[config.mk]
export PLATFORM = sky130hd
export DESIGN_NAME = multicycle_core_hs
export DESIGN_NICKNAME = d
export VERILOG_FILES = /design/src/rtl/multicycle_core_hs.sv
export SDC_FILE = /design/constraint.sdc
export NUM_CORES = 1
export LEC_CHECK = 0
export CORE_MARGIN = 2
export CORE_UTILIZATION = 64
export DETAILED_ROUTE_END_ITERATION = 7
export PLACE_DENSITY = 0.9
export SYNTH_ARGS = -nofsm -noshare
export SYNTH_HDL_FRONTEND = slang
export SYNTH_SLANG_ARGS = --single-unit
[constraint.sdc]
create_clock -name clk -period 18.8 [get_ports clk]
set_input_delay 1.88 -clock clk [delete_from_list [all_inputs] [get_ports clk]]
set_output_delay 1.88 -clock clk [all_outputs]
set_load 0.03 [all_outputs]
[src/rtl/multicycle_core_hs.sv]
// Multicycle accumulator core with an integrated control FSM and a req/ready memory port.
// Optional performance counters are enabled by defining MULTICYCLE_CORE_HS_PERF_EN.
module multicycle_core_hs #(
  parameter int DATA_W   = 16,
  parameter int RESET_PC = 0
) (
  input  logic              clk,
  input  logic              reset,
  output logic              mem_req,
  output logic              mem_we,
  output logic [DATA_W-5:0] mem_addr,
  output logic [DATA_W-1:0] mem_wdata,
  input  logic [DATA_W-1:0] mem_rdata,
  input  logic              mem_ready,
  output logic              halted,
  output logic [DATA_W-5:0] pc
`ifdef MULTICYCLE_CORE_HS_PERF_EN
  ,
  output logic [31:0]       perf_cycles,
  output logic [31:0]       perf_retired
`endif
);

  localparam int ADDR_W = DATA_W - 4;
  localparam int IMM_W  = DATA_W - 7;
  localparam int PAGE_W = ADDR_W - IMM_W;

  localparam logic [3:0] OP_LOAD  = 4'b0000;
  localparam logic [3:0] OP_STORE = 4'b0001;
  localparam logic [3:0] OP_JUMP  = 4'b0010;
  localparam logic [3:0] OP_BRZ   = 4'b0100;
  localparam logic [3:0] OP_CTYPE = 4'b1000;
  localparam logic [3:0] OP_ADDI  = 4'b1100;
  localparam logic [3:0] OP_ANDI  = 4'b1101;
  localparam logic [3:0] OP_HALT  = 4'b1111;

  localparam logic [2:0] FN_MOVTO = 3'b000;
  localparam logic [2:0] FN_MOVFR = 3'b001;
  localparam logic [2:0] FN_ADD   = 3'b010;
  localparam logic [2:0] FN_SUB   = 3'b011;
  localparam logic [2:0] FN_AND   = 3'b100;
  localparam logic [2:0] FN_OR    = 3'b101;
  localparam logic [2:0] FN_NOT   = 3'b110;
  localparam logic [2:0] FN_NOP   = 3'b111;

  typedef enum logic [2:0] {
    S_FETCH,
    S_DECODE,
    S_MEMRD,
    S_MEMWR,
    S_EXEC,
    S_WB,
    S_HALT
  } state_t;

  state_t state, nxt;

  logic [DATA_W-1:0] ir, mdr, a, b, alu_out, alu;
  logic [DATA_W-1:0] regs [8];
  // Only the page bits of the fetch PC are ever consumed (BRZ target), so only they are kept.
  logic [PAGE_W-1:0] old_page;

  logic [3:0]        op;
  logic [2:0]        rn, fn;
  logic [IMM_W-1:0]  imm;
  logic [ADDR_W-1:0] adr;

  assign op  = ir[DATA_W-1 -: 4];
  assign rn  = ir[DATA_W-5 -: 3];
  assign imm = ir[IMM_W-1:0];
  assign adr = ir[ADDR_W-1:0];
  assign fn  = ir[2:0];

  // NOTE: every variable assigned in always_comb gets a default first, so no path can infer a latch.
  always_comb begin
    alu = a;
    case (op)
      OP_ADDI: alu = a + {{(DATA_W-IMM_W){imm[IMM_W-1]}}, imm};
      OP_ANDI: alu = a & {{(DATA_W-IMM_W){1'b0}}, imm};
      default: begin
        case (fn)
          FN_MOVTO: alu = a;
          FN_MOVFR: alu = b;
          FN_ADD:   alu = a + b;
          FN_SUB:   alu = a - b;
          FN_AND:   alu = a & b;
          FN_OR:    alu = a | b;
          FN_NOT:   alu = ~a;
          default:  alu = a;
        endcase
      end
    endcase
  end

  always_comb begin
    nxt = state;
    case (state)
      S_FETCH:  if (mem_ready) nxt = S_DECODE;
      S_DECODE: begin
        case (op)
          OP_LOAD:                     nxt = S_MEMRD;
          OP_STORE:                    nxt = S_MEMWR;
          OP_CTYPE, OP_ADDI, OP_ANDI:  nxt = S_EXEC;
          OP_HALT:                     nxt = S_HALT;
          default:                     nxt = S_FETCH;
        endcase
      end
      S_MEMRD:  if (mem_ready) nxt = S_WB;
      S_MEMWR:  if (mem_ready) nxt = S_FETCH;
      S_EXEC:   nxt = (op == OP_CTYPE && fn == FN_NOP) ? S_FETCH : S_WB;
      S_WB:     nxt = S_FETCH;
      S_HALT:   nxt = S_HALT;
      default:  nxt = S_FETCH;
    endcase
  end

  // NOTE: sequential state uses non-blocking assignments so every register samples pre-edge values.
  always_ff @(posedge clk or posedge reset) begin
    if (reset) begin
      state    <= S_FETCH;
      pc       <= ADDR_W'(RESET_PC);
      ir       <= '0;
      old_page <= '0;
      mdr      <= '0;
      a        <= '0;
      b        <= '0;
      alu_out  <= '0;
      // NOTE: the register file is architecturally cleared by reset, so it is flops, not a RAM macro.
      for (int i = 0; i < 8; i++) regs[i] <= '0;
    end else begin
      state <= nxt;
      case (state)
        S_FETCH: begin
          if (mem_ready) begin
            ir       <= mem_rdata;
            old_page <= pc[ADDR_W-1:IMM_W];
            pc       <= pc + 1'b1;
          end
        end
        S_DECODE: begin
          a <= regs[0];
          b <= regs[rn];
          if (op == OP_JUMP) pc <= adr;
          if (op == OP_BRZ && regs[0] == '0) pc <= {old_page, imm};
        end
        S_MEMRD: if (mem_ready) mdr <= mem_rdata;
        S_EXEC:  alu_out <= alu;
        S_WB: begin
          if (op == OP_LOAD)                          regs[0]  <= mdr;
          else if (op == OP_CTYPE && fn == FN_MOVTO)  regs[rn] <= alu_out;
          else                                        regs[0]  <= alu_out;
        end
        default: ;
      endcase
    end
  end

  // Gating with reset makes the request drop immediately, even mid-handshake.
  always_comb begin
    mem_req   = !reset && (state == S_FETCH || state == S_MEMRD || state == S_MEMWR);
    mem_we    = (state == S_MEMWR);
    mem_addr  = (state == S_MEMRD || state == S_MEMWR) ? adr : pc;
    mem_wdata = regs[0];
    halted    = (state == S_HALT);
  end

`ifdef MULTICYCLE_CORE_HS_PERF_EN
  always_ff @(posedge clk or posedge reset) begin
    if (reset) begin
      perf_cycles  <= '0;
      perf_retired <= '0;
    end else begin
      if (state != S_HALT) perf_cycles <= perf_cycles + 32'd1;
      if (state != S_FETCH && nxt == S_FETCH) perf_retired <= perf_retired + 32'd1;
    end
  end
`endif

endmodule

Word level (Yosys, flattened, before mapping)
Cells that the tools add are included.
Storage, ports and cells
  flip-flop bits (word level): 226
  latch bits: 0
  memory bits (writable): 0
  memory bits (read-only): 0
  input port bits: 19
  output and inout port bits: 43
  logic and storage cells: 93
  memories: 0
Operators by class
  add/subtract/negate cells: 4
  $mul: 0
  divide/modulo/power cells: 0
  magnitude comparators: 2
  eq/ne operators: 24
  shifts and indexed selects: 0
  multiplexer cells: 21
  bitwise operators: 6
  reduce and logical (&&, ||, !) cells: 20
Operators by type and width (number)
  bitwise mux 128 bit: 1
  case mux 16 bit (6 select lines): 1
  2-to-1 mux 16 bit: 5
  binary-select mux 16 bit (select 3 bit): 1
  demux 16 bit (select 3 bit): 1
  2-to-1 mux 12 bit: 4
  adder 16 bit: 2
  case mux 16 bit (2 select lines): 1
  case mux 12 bit (2 select lines): 1
  == test 3 bit (second input constant): 7
  case mux 3 bit (6 select lines): 1
  bitwise AND 16 bit: 1
  bitwise AND 16 x 9 -> 16 bit: 1
  == test 4 bit (second input constant): 4
  logical NOT 16 bit: 1
  NOT 16 bit: 1
  OR 16 bit: 1
  subtractor 16 bit: 1
  adder 12 x 1 -> 12 bit (second input constant): 1
  == test 3 x 2 -> 1 bit (second input constant): 4
  2-to-1 mux 3 bit: 4
  case mux 3 bit (4 select lines): 1
  AND reduction 3 bit: 3
  == test 3 x 1 -> 1 bit (second input constant): 2
  18 further kinds: 27

Longest topological paths before layout
  depth in word-level cells: 8
  mapped depth: 14

Worst setup path before layout
No wires, ideal clock.
  path kind: input-to-output
  start point: in reset
  end point: out mem_req
  arrival: 2561 ps
  slack: 14359 ps
  stages on the path: 1
  path buffers: 0
  cell sequence: nor3_1
On the way
  longest elaborated chain between the ends: 2
RTL lines
  from (decl): line 8  | input logic reset,
  logical NOT 1 bit: line 160  | mem_req = !reset && (state == S_FETCH || state == S_MEMRD || state == S_MEMWR);
  logical AND 1 bit: line 160
  to (decl): line 9  | output logic mem_req,
No other way between the ends.

Worst setup path after layout
Ends and elaborated chain as after synthesis.

==> results.json <==
{
  "fin_skew_ps": 20.6,
  "setup_violations": 0,
  "antenna_left": 0,
  "drive_gt1_frac": 0.215,
  "path_clk_slew_ps": 60,
  "ys_warn_count": 0,
  "cts_hold_buf": 0,
  "cp_cell_sequence": "clkdlybuf4s50_1 -> nor3_1 -> clkdlybuf4s50_1",
  "path_max_fanout": 2,
  "path_buf_inv": 2,
  "wl_per_cell_um": 23.7,
  "gr-total-overflow": 0,
  "critPathMaxStageDelay_ps": 700,
  "synthesis.area_mm2": 0.0130,
  "status": "finished, final reports clean",
  "root_buffer": "clkbuf_16",
  "synth-edff-count": 0,
  "drt_iter0_markers": 1171,
  "place_inst": 1460,
  "drtPass1Iterations": 8,
  "cts_setup_buffers": 0,
  "maxCapViolations": 0,
  "h-tree-depth": 1,
  "hp-class": "flop to flop",
  "critPathArrivalTime_ps": 3320,
  "final.period_utilization": 0.276,
  "synth_top_family_by_area": "multiplexers",
  "cts_tree": "done",
  "rsz0062_at_grt": "false",
  "crit_top_cell": "clkdlybuf4s50_1",
  "period_minus_slack_ps": 5200,
  "io_pins": 62,
  "clock.fmax_ghz": 0.192,
  "cts_buffer_depth": 3,
  "yosysMostFrequentCell": "dfrtp_1",
  "grt_max_degree": 137,
  "relSlewSlack": 0.174,
  "syn_nets": 1256,
  "crit_path_start_kind": "input pin",
  "port_buffers": 61,
  "tightest_slew_ps": 1240,
  "synth_seq_cells": 226,
  "synth_flop_cell": "dfrtp_1",
  "dieArea_mm2": 0.0214,
  "core_mm2": 0.0200,
  "cts_resized": 0,
  "rows": 52,
  "cpMaxStageDelayCell": "clkdlybuf4s50_1",
  "antenna_cells": 0,
  "slew_violations": 0,
  "crit_required_ps": 16920,
  "die_x_um": 146,
  "synthTopCellsByCount": "dfrtp_1 (226), mux2_2 (150), nand2_1 (110)",
  "clock_latency_ps": 530,
  "synth_xor_xnor_area_share": 0.0216,
  "grt_pass1_wl_um": 56000,
  "drcViolationCount": 0,
  "fill_cells": 1302,
  "synth_top_area_frac": 0.436,
  "synth_seq_area_share": 0.436,
  "multiInputGateArea_mm2": 0.00683,
  "routed_wl_um": 35500,
  "end_kind": "output pin",
  "hold_viol_final": 0,
  "cts_sinks": 226,
  "cts_buffers": 23,
  "path_delay_family": "buffers and inverters",
  "synthMuxAreaShare": 0.226,
  "yosys.area_share.simple": 0.113,
  "fin_setup_tns_ps": 0,
  "synthDistinctLibCells": 78,
  "grtUsageTotal": 0.330,
  "grt_pass1_vias": 10200,
  "areaGrowthSynthToFinish_pct": 10.9,
  "dr_total_vias": 10300,
  "initial_core_util": 0.648,
  "yosysTopAreaCell": "dfrtp_1",
  "fin_nets": 1270,
  "synth_compound_area_frac": 0.126,
  "drt-vias-per-instance": 6.87,
  "async_reset_ff_frac": 1.00,
  "syn_avg_cell_area_um2": 10.8,
  "gp_congestion": 0.925,
  "synth_fa_ha_area_frac": 0.0359,
  "synth_cells": 1201,
  "synthTopCellsByArea": "dfrtp_1 (44%), mux2_2 (13%), mux4_2 (5.6%)",
  "antenna_found_initial": 0,
  "register_area_mm2": 0.00566,
  "die_h_um": 146,
  "fin_cells": 1497,
  "hpwl_um": 23100,
  "crit_type": "input pin to output pin"
}
-- metal layers --
layer	routed length (um)	GRT usage	share of wire
met5	0	0	0
met4	1600	0.145	0.045
met1	13800	0.447	0.39
met3	3200	0.0559	0.090
met2	16900	0.533	0.48
-- cell usage in the layout (no fill, tap or decap), types with 17 or more instances in the layout --
cell             netlist  final
a21oi_1               99     99
clkdlybuf4s50_1        0     61
o21ai_0               77     77
dfrtp_1              226    225
mux2i_1               37     37
nand3_1               25     25
nand2_1              110    110
inv_1                 18     17
mux2_2               150    150
mux4_2                32     32
ha_1                  34     34
nor2_1                79     79
clkbuf_16              0     23
xnor2_1               25     25
-- kinds of logic after synthesis --
group | after synthesis
buffers and inverters | 104
DFF | 226
xor gates and xnor gates | 32
AOI/OAI and AO/OA | 272
adders and majority gates | 36
muxes | 229
and+or+nand+nor | 302
-- registers in the layout (all words and copies together) (netlist names) --
register / flops
mem_wdata: 16
b: 16
old_page: 3
pc: 12
mdr: 16
a: 16
regs: 112
state: 3
alu_out: 16
ir: 16
-- layout make-up --
cell class / instances / share of cell area
inverters: 19 / 0.00548
flip-flops and latches: 226 / 0.393
clock inverters: 7 / 0.00991
clock buffers: 30 / 0.0446
repair buffers: 74 / 0.0492
multi-input cells: 871 / 0.474
well taps: 270 / 0.0235
-- per-stage QoR --
step                worst slack [ps]  hold slack [ps]  utilization  area (um2)
CTS                            13610              503        0.718       14400
global route                   13500              512        0.718       14400
floorplan                      10730              474            -       13000
global placement               13620              482        0.679       13600
finish                         13600              504        0.718       14400
detailed placement             13620              489        0.679       13600
-- path summary, 6_finish.rpt --
kind	to	start	cells past startpoint	slack [ps]
hold / removal	regs[15]	regs[15]	1	500
setup reg to reg	alu_out[15]	ir[1]	12	14340
hold reg to reg	regs[15]	regs[15]	1	500
max in group asynchronous	ir[10]	reset	3	14970
setup / recovery	mem_req	reset	3	13600
min in group asynchronous	regs[25]	reset	2	2010
Power is left out: the tool's default activity adds up to more than one toggle a clock period on the data nets, which glitch-free logic cannot reach.
